==> config.mk <==
export PLATFORM = sky130hd
export DESIGN_NAME = sys_result_wb_flat
export DESIGN_NICKNAME = d
export VERILOG_FILES = /design/src/rtl/sys_result_wb_if.sv /design/src/rtl/sys_result_wb.sv /design/src/flat_wrapper.sv
export SDC_FILE = /design/constraint.sdc
export NUM_CORES = 1
export LEC_CHECK = 0
export ABC_AREA = 1
export CAP_MARGIN = 5
export CORE_UTILIZATION = 54
export CTS_CLUSTER_SIZE = 10
export DETAILED_ROUTE_END_ITERATION = 6
export GPL_ROUTABILITY_DRIVEN = 0
export PLACE_DENSITY = 0.73
export SYNTH_ARGS = -nofsm -noshare
export SYNTH_HDL_FRONTEND = slang
export SYNTH_SLANG_ARGS = --single-unit
==> constraint.sdc <==
create_clock -name clk -period 22.2 [get_ports clk]
set_clock_uncertainty 0.1 [all_clocks]
set_input_delay 5.55 -clock clk [delete_from_list [all_inputs] [get_ports clk]]
set_output_delay 5.55 -clock clk [all_outputs]
set_load 0.01 [all_outputs]
==> src/rtl/sys_result_wb_if.sv <==
// Result memory bus between the write-back drain and the result RAM.
// The RAM always accepts writes and returns read data one cycle after mem_re.
interface sys_result_wb_if #(
    parameter int ADDR_WIDTH = 16,
    parameter int OUT_WIDTH  = 32
);
    logic [ADDR_WIDTH-1:0] mem_addr;
    logic                  mem_re;
    logic [OUT_WIDTH-1:0]  mem_rdata;
    logic                  mem_we;
    logic [OUT_WIDTH-1:0]  mem_wdata;

    modport master (
        output mem_addr,
        output mem_re,
        output mem_we,
        output mem_wdata,
        input  mem_rdata
    );

    modport slave (
        input  mem_addr,
        input  mem_re,
        input  mem_we,
        input  mem_wdata,
        output mem_rdata
    );
endinterface

==> src/rtl/sys_result_wb.sv <==
// Systolic array result write-back: buffers drained result vectors in a FIFO
// and writes them element by element, optionally accumulating into memory.
module sys_result_wb #(
    parameter int ROW_A      = 4,
    parameter int OUT_WIDTH  = 32,
    parameter int ADDR_WIDTH = 16,
    parameter int FIFO_DEPTH = 4
) (
    input  logic                         clk,
    input  logic                         reset,
    input  logic                         deload_out,
    input  logic [OUT_WIDTH*ROW_A-1:0]   out,
    input  logic [ADDR_WIDTH-1:0]        addr_res,
    input  logic                         acc_en,
    sys_result_wb_if.master              mem,
    output logic                         busy,
    output logic                         overflow,
    output logic [$clog2(FIFO_DEPTH):0]  fifo_count
);
    localparam int PW = $clog2(FIFO_DEPTH);
    localparam int CW = PW + 1;
    localparam int EW = (ROW_A > 1) ? $clog2(ROW_A) : 1;
    localparam logic [EW-1:0] E_LAST  = EW'(ROW_A - 1);
    localparam logic [CW-1:0] DEPTH_C = CW'(FIFO_DEPTH);

    typedef enum logic [1:0] {IDLE, RD, WR} state_t;

    state_t state, state_nx;
    logic [EW-1:0] e, e_nx;

    logic [OUT_WIDTH*ROW_A-1:0] q_data [FIFO_DEPTH];
    logic [ADDR_WIDTH-1:0]      q_addr [FIFO_DEPTH];
    logic                       q_acc  [FIFO_DEPTH];

    logic [PW-1:0] rd_ptr, wr_ptr;
    logic [CW-1:0] count;

    logic empty, full, pop, push, drop;
    logic [OUT_WIDTH*ROW_A-1:0] head_data;
    logic [ADDR_WIDTH-1:0]      head_addr;
    logic                       head_acc;
    logic                       next_acc;
    logic [OUT_WIDTH-1:0]       elem;
    logic [ADDR_WIDTH-1:0]      elem_addr;

    assign empty = (count == '0);
    assign full  = (count == DEPTH_C);
    assign pop   = (state == WR) && (e == E_LAST);
    // A full FIFO still takes a vector on the edge that retires the head.
    assign push  = deload_out && (!full || pop);
    assign drop  = deload_out && full && !pop;

    assign head_data = q_data[rd_ptr];
    assign head_addr = q_addr[rd_ptr];
    assign head_acc  = q_acc[rd_ptr];
    assign next_acc  = q_acc[rd_ptr + PW'(1)];
    assign elem      = head_data[int'(e)*OUT_WIDTH +: OUT_WIDTH];
    assign elem_addr = head_addr + ADDR_WIDTH'(e);

    assign busy       = !empty || (state != IDLE);
    assign fifo_count = count;

    // FIFO payload storage; contents are don't-care while unoccupied.
    always_ff @(posedge clk) begin
        if (push) begin
            q_data[wr_ptr] <= out;
            q_addr[wr_ptr] <= addr_res;
            q_acc[wr_ptr]  <= acc_en;
        end
    end

    // FIFO pointers, occupancy and sticky overflow flag.
    always_ff @(posedge clk or negedge reset) begin
        if (!reset) begin
            rd_ptr   <= '0;
            wr_ptr   <= '0;
            count    <= '0;
            overflow <= 1'b0;
        end else begin
            if (pop)
                rd_ptr <= rd_ptr + PW'(1);
            if (push)
                wr_ptr <= wr_ptr + PW'(1);
            if (push && !pop)
                count <= count + CW'(1);
            else if (pop && !push)
                count <= count - CW'(1);
            if (drop)
                overflow <= 1'b1;
        end
    end

    // Drain FSM state and element index registers.
    always_ff @(posedge clk or negedge reset) begin
        if (!reset) begin
            state <= IDLE;
            e     <= '0;
        end else begin
            state <= state_nx;
            e     <= e_nx;
        end
    end

    // Next-state: an incoming vector is started directly when nothing
    // else is queued, so neither IDLE nor a pop costs a bubble cycle.
    always_comb begin
        state_nx = state;
        e_nx     = e;
        unique case (state)
            IDLE: begin
                if (!empty)
                    state_nx = head_acc ? RD : WR;
                else if (deload_out)
                    state_nx = acc_en ? RD : WR;
            end
            RD: state_nx = WR;
            WR: begin
                if (e != E_LAST) begin
                    e_nx     = e + EW'(1);
                    state_nx = head_acc ? RD : WR;
                end else begin
                    e_nx = '0;
                    if (count > CW'(1))
                        state_nx = next_acc ? RD : WR;
                    else if (deload_out)
                        state_nx = acc_en ? RD : WR;
                    else
                        state_nx = IDLE;
                end
            end
            default: begin
                state_nx = IDLE;
                e_nx     = '0;
            end
        endcase
    end

    // Memory strobes; address and data stay zero while both strobes are low.
    always_comb begin
        mem.mem_re    = 1'b0;
        mem.mem_we    = 1'b0;
        mem.mem_addr  = '0;
        mem.mem_wdata = '0;
        unique case (state)
            RD: begin
                mem.mem_re   = 1'b1;
                mem.mem_addr = elem_addr;
            end
            WR: begin
                mem.mem_we    = 1'b1;
                mem.mem_addr  = elem_addr;
                mem.mem_wdata = head_acc ? elem + mem.mem_rdata : elem;
            end
            default: ;
        endcase
    end
endmodule
==> src/flat_wrapper.sv <==
// flat-port wrapper written by rule: the top's interface ports become plain ports
module sys_result_wb_flat 
#(
    parameter int ROW_A      = 4,
    parameter int OUT_WIDTH  = 32,
    parameter int ADDR_WIDTH = 16,
    parameter int FIFO_DEPTH = 4
)
  (clk, reset, deload_out, out, addr_res, acc_en, busy, overflow, fifo_count, mem_mem_addr, mem_mem_re, mem_mem_we, mem_mem_wdata, mem_mem_rdata);
  sys_result_wb_if #(.ADDR_WIDTH(ADDR_WIDTH), .OUT_WIDTH(OUT_WIDTH)) mem_i ();
  input  logic clk;
  input  logic reset;
  input  logic deload_out;
  input  logic [OUT_WIDTH*ROW_A-1:0] out;
  input  logic [ADDR_WIDTH-1:0] addr_res;
  input  logic acc_en;
  output logic busy;
  output logic overflow;
  output logic [$clog2(FIFO_DEPTH):0] fifo_count;
  output wire logic [$bits(mem_i.mem_addr)-1:0] mem_mem_addr;
  output wire logic [$bits(mem_i.mem_re)-1:0] mem_mem_re;
  output wire logic [$bits(mem_i.mem_we)-1:0] mem_mem_we;
  output wire logic [$bits(mem_i.mem_wdata)-1:0] mem_mem_wdata;
  input wire logic [$bits(mem_i.mem_rdata)-1:0] mem_mem_rdata;
  assign mem_mem_addr = mem_i.mem_addr;
  assign mem_mem_re = mem_i.mem_re;
  assign mem_mem_we = mem_i.mem_we;
  assign mem_mem_wdata = mem_i.mem_wdata;
  assign mem_i.mem_rdata = mem_mem_rdata;
  sys_result_wb #(.ROW_A(ROW_A), .OUT_WIDTH(OUT_WIDTH), .ADDR_WIDTH(ADDR_WIDTH), .FIFO_DEPTH(FIFO_DEPTH)) u_core (.clk(clk), .reset(reset), .deload_out(deload_out), .out(out), .addr_res(addr_res), .acc_en(acc_en), .mem(mem_i), .busy(busy), .overflow(overflow), .fifo_count(fifo_count));
endmodule
Word level (Yosys, flattened, before mapping)
Memories as Yosys holds them, arrays and structs flattened.
Cells that the tools add are included.
{ "totals": {"ff_bits": 12, "ramBits": 580, "input_bits": 180, "out_inout_bits": 55, "word_cells": 62, "n_memories": 3} }
{ "classes": {"n_addsub": 7, "n_lt_le_gt_ge": 1, "n_eq_ne": 6, "shift": 1, "n_mux": 20, "n_reduce_logical": 18} }
{ "mem_list": {"columns": ["name", "words", "word_bits", "read_ports", "rd_ports_with_merged_regs", "write_ports", "line", "source"], "rows": [
  ["u_core.q_data", 4, 128, 1, 0, 1, "sys_result_wb.sv:31", "logic [OUT_WIDTH*ROW_A-1:0] q_data [FIFO_DEPTH];"],
  ["u_core.q_addr", 4, 16, 1, 0, 1, "sys_result_wb.sv:32", "logic [ADDR_WIDTH-1:0] q_addr [FIFO_DEPTH];"],
  ["u_core.q_acc", 4, 1, 2, 0, 1, "sys_result_wb.sv:33", "logic q_acc [FIFO_DEPTH];"]
]} }
{ "ops": {"columns": ["operator", "count"], "rows": [
  ["$shiftx 128x8->32", 1],
  ["$mux 32", 2],
  ["$add 32x32->32", 1],
  ["$mux 2", 9],
  ["$add 16x2->16", 1],
  ["$mux 16", 1],
  ["$add 2x1->2 const B", 3],
  ["$logic_and 1x1->1", 6],
  ["$mux 3", 2],
  ["$pmux 2 s3", 1],
  ["$eq 2x2->1 const B", 2],
  ["$logic_not 1->1", 4],
  ["$mux 1", 4],
  ["$pmux 2 s2", 1],
  ["$reduce_bool 2->1", 2],
  ["$reduce_or 2->1", 2],
  ["$add 3x1->3 const B", 1],
  ["$eq 3x3->1 const B", 1],
  ["$gt 3x1->1 const B", 1],
  ["$logic_not 3->1", 1],
  ["$ne 3x3->1 const B", 1],
  ["$sub 3x1->3 const B", 1],
  ["$eq 2x1->1 const B", 1],
  ["$logic_not 2->1", 1],
  ["2 further kinds", 3]
]} }

Logic depth before layout (Yosys ltp)
{ "logic_depth": {"depth_word": 8, "ltp_mapped": 25, "mapped_depth_nobuf": 22} }

Least setup slack after synthesis
Ideal clock, no wire load.
{ "synth_path": {"path_kind": "input to register", "from": "input deload_out", "to": "memory u_core.q_acc[0], enable pin", "setup_ps": 652, "t_arrival_ps": 12057, "required_time_ps": 21448, "slack_ps": 9391, "stages": 4, "cell_sequence": "inv_1 > a31oi_1 > inv_1 > nor2_1"} }
{ "synth_between": {"elab_chain_len": 3} }
{ "synth_rtl": {"columns": ["item", "line", "source"], "rows": [
  ["start, declared", "flat_wrapper.sv:13", "input logic deload_out;"],
  ["$logic_and 1x1->1", "sys_result_wb.sv:50", "assign push = deload_out && (!full || pop);"],
  ["net u_core.push", "sys_result_wb.sv:38", "logic empty, full, pop, push, drop;"],
  ["$mux 1", "sys_result_wb.sv:65", "if (push) begin"],
  ["$mux 1 (not written as such)", "sys_result_wb.sv:68", "q_acc[wr_ptr] <= acc_en;"],
  ["end, declared", "sys_result_wb.sv:33", null]
]} }
The timed path passes the listed nets, and every way through them passes these cells.

Worst setup path after layout
{ "layout_path": {"from": "input mem_mem_rdata[0]", "to": "output mem_mem_wdata[28]"} }
{ "layout_between": {"elab_chain_len": 3} }
{ "layout_rtl": {"columns": ["item", "line", "source"], "rows": [
  ["start, declared", "flat_wrapper.sv:24", "input wire logic [$bits(mem_i.mem_rdata)-1:0] mem_mem_rdata;"],
  ["$add 32x32->32", "sys_result_wb.sv:152", "mem.mem_wdata = head_acc ? elem + mem.mem_rdata : elem;"],
  ["$mux 32", "sys_result_wb.sv:152", null],
  ["$mux 32", "sys_result_wb.sv:144", "unique case (state)"],
  ["end, declared", "flat_wrapper.sv:23", "output wire logic [$bits(mem_i.mem_wdata)-1:0] mem_mem_wdata;"]
]} }
No other way between the ends.

==> results.yml <==
global_routing:
  grt_max_degree: 146
  grt_pass1_vias: 17729
  grt-ovfl-total: 0
  track_usage: 0.275
  antenna_found_initial: 8
  grt_pass1_wl_um: 103000
yosys:
  yosysWarnings: 0
  synth_mux_area_frac: 0
  synth_top_family_by_area: "simple AND/OR/NAND/NOR gates"
  synth_seq_area_share: 0.672
  synth_seq_cells: 592
  synth_cell_types: 43
  synthCells: 2389
  synth_edf_count: 580
  synthSimpleGateAreaFrac: 0.150
  synth_xor_area_frac: 0.00664
  synthAdderAreaFrac: 0.0238
  syn-cell-area_um2: 26400
  synth_nets: 2618
  ys.flop_type: "edfxtp_1"
  synth_compound_area_frac: 0.0971
  synthArstFlopShare: 0.0203
  synth_area_per_cell_um2: 11.0
final_layout:
  multi_input_area_um2: 7350
  final_layout_size_suffix_gt1_frac: 0.0550
  seq_area_um2: 17700
  nFillCells: 3577
  nets: 2832
  syn_to_final_growth_pct: 17.3
sta:
  max_freq_ghz: 0.0711
  tightest_slew_ns: 1.22
  period_share: 0.633
  slew_viol_final: 0
  rsz0062_at_grt: "no"
  hold_viol: 0
  tns_ns: 0
  maxSlewHeadroom: 0.187
  layout_min_cycle_time_ns: 14.06
  timing.final.setup_violations: 0
detailed_routing:
  drt-initial-drc-count: 1949
  wire_per_inst_um: 21.1
  dr.pass1.iters: 5
  remaining_drc_errors: 0
  drt-total-wl_um: 68400
  num_vias: 18799
  avgViaCountPerCell: 5.80
  antenna_left: 0
power:
  p_per_area_nw_per_um2: 135
  finalPower_mw: 4.18
  p_leak_nw: 11.5
  peakVddDrop_mv: 0.0658
clocking:
  cts_root_buf: "clkbuf_16"
  ctsResizeCount: 0
  path_clk_slew_ns: 0.05
  cts-htree-levels: 3
  clk_latency_ns: 0.59
  cts_buffer_depth: 3
  cts_inserted_buffers: 69
  hold_buffers: 0
  cts_tree: "built"
  post_cts.repair.setup_buffers: 0
  clock-sinks: 592
place:
  dp_hpwl_um: 41700
  portBuffers: 234
setup_path:
  start_kind: "input pin"
  crit_chain: "clkdlybuf4s50_1, ha_1, fa_1, nand3_1, nand2_1, nand2_1, nand2_1, nand2_1, nand2_1, nand2_1, nand3_1, nand2_1, nor2_1, nor2_1, clkdlybuf4s50_1"
  r2r_cells: 8
  worstPathMaxFanout: 4
  cp.required_ns: 16.55
  r2r-start: "u_core.e[0]"
  endpoint: "mem_mem_wdata[28]"
  timing.rr.end: "u_core.q_data[1][7]"
  cpMaxStageDelayCell: "clkdlybuf4s50_1"
  r2r_slack_ns: 16.40
  cp.arrival_ns: 8.41
  crit_start: "mem_mem_rdata[0]"
  critPathCaptureType: "output pin"
  worstSetupPathType: "in -> out"
  cp_slowest_stage_delay_ns: 0.60
  critPathMostFrequentCell: "nand2_1"
hold_path:
  hold_class: "reg -> reg"
floorplanning:
  pin_count: 235
  die_h_um: 223
  core-area_um2: 47900
  start_util: 0.550
  die_area_um2: 49700
  die_w_um: 223
  rows: 80
outcome:
  outcome: "completed"
flow_run:
  drv_cap: 0
-- per-layer routing --
| metal | global-route usage | part of all wire | vias up |
|---|---|---|---|
| met2 | 0.435 | 0.47 | 843 |
| met4 | 0.0972 | 0.026 | 4 |
| met5 | 0 | 0.00047 | - |
| met1 | 0.386 | 0.42 | 9105 |
| met3 | 0.0477 | 0.081 | 107 |
| li1 | - | - | 8740 |
-- stage by stage --
| step | hold WS [ns] | area, um^2 | util | worst slack (ns) | cells |
|---|---|---|---|---|---|
| 2_1_floorplan | 0.394 | 26400 | - | 9.39 | 2389 |
| 3_3_place_gp | 0.357 | 29100 | 0.606 | 8.19 | 3147 |
| 3_5_place_dp | 0.360 | 29100 | 0.606 | 8.21 | 3147 |
| 4_1_cts | 0.402 | 30900 | 0.645 | 8.20 | 3232 |
| 5_1_grt | 0.417 | 30900 | 0.645 | 8.00 | 3238 |
| 6_report | 0.394 | 30900 | 0.645 | 8.14 | 3239 |
-- cell type report --
class,count,share of cell area
diodes,7,0.000566
clock buffers,79,0.0584
clock inverters,6,0.00190
inverters,180,0.0220
multi-input cells,1502,0.238
flip-flops and latches,592,0.573
well taps,615,0.0249
repair buffers,258,0.0819
-- cell families after synthesis --
group | after synthesis
adder cells (fa/ha/maj) | 49
AO/OA/AOI/OAI | 457
buffers and inverters | 295
XOR/XNOR | 20
AND/OR/NAND/NOR | 976
flip-flops | 592
-- worst min-delay path by stage --
stage | start | end | slack (ns) | depth (start not counted)
after floorplan | u_core.wr_ptr[0] | u_core.wr_ptr[0] | 0.39 | 1
after global placement | u_core.overflow | u_core.overflow | 0.36 | 1
after detailed placement | u_core.overflow | u_core.overflow | 0.36 | 1
after CTS | u_core.overflow | u_core.overflow | 0.40 | 1
after global routing | u_core.overflow | u_core.overflow | 0.42 | 1
final | u_core.overflow | u_core.overflow | 0.39 | 1
-- power by group --
group	total (mW)	switching, mW	internal [mW]
Combinational	1.66	1.11	0.546
Clock	0.976	0.406	0.570
Sequential	1.54	0.0658	1.48
-- Yosys cell counts (2+ instances only) --
master    number  area (um^2)
clkbuf_2       3         15.0
edfxtp_1     580        17400
nand3_1      109          546
o21a_1         2         15.0
ha_1          47          588
o21ai_0      202         1010
nor2_1       391         1470
nand4_1        2         12.5
dfrtp_1       12          300
o211ai_1      38          285
xnor2_1       11         96.3
nor3_1        19         95.1
inv_2          6         22.5
o22ai_1       71          444
nand3_2        6         60.1
buf_4         19          143
buf_8          2         30.0
nor2_2         4         25.0
nand2_2        6         37.5
a31oi_1        7         43.8
nor2_4         3         33.8
o21ai_1       38          190
buf_6         12          135
clkbuf_1      34          128
xor2_1         9         78.8
buf_2         41          205
o221ai_1       5         43.8
o31ai_1        9         67.6
fa_1           2         40.0
inv_1        173          649
nand3b_1       2         15.0
nand2_1      424         1590
buf_1          4         15.0
or2_2          7         43.8
a21oi_1       72          360
o21bai_1      10         75.1
-- cell usage in the layout, fill, tap and decap left out, drive strengths merged, types with 11 or more instances in the layout --
cell,instances
a21oi,72
clkbuf,79
dfrtp,12
inv,181
clkdlybuf4s50,234
o21ai,240
o211ai,38
xnor2,11
o22ai,71
edfxtp,580
nor3,20
nand2,430
ha,47
buf,24
nand3,115
nor2,398
-- state kept, by name (all words and copies together), names as in the netlist --
name and count:
u_core.q_acc 4, u_core.rd_ptr 2, u_core.fifo_count 3, u_core.state 2, u_core.q_addr 64, u_core.wr_ptr 2, u_core.q_data 512, u_core.overflow 1
u_core.e 2
-- critical path, delay by kind of cell --
family                     cells  cell delay, ns
and+or+nand+nor               11            1.22
buffers and inverters          2            1.01
adders and majority gates      2            0.64
Power figures use the tool's default switching activity.
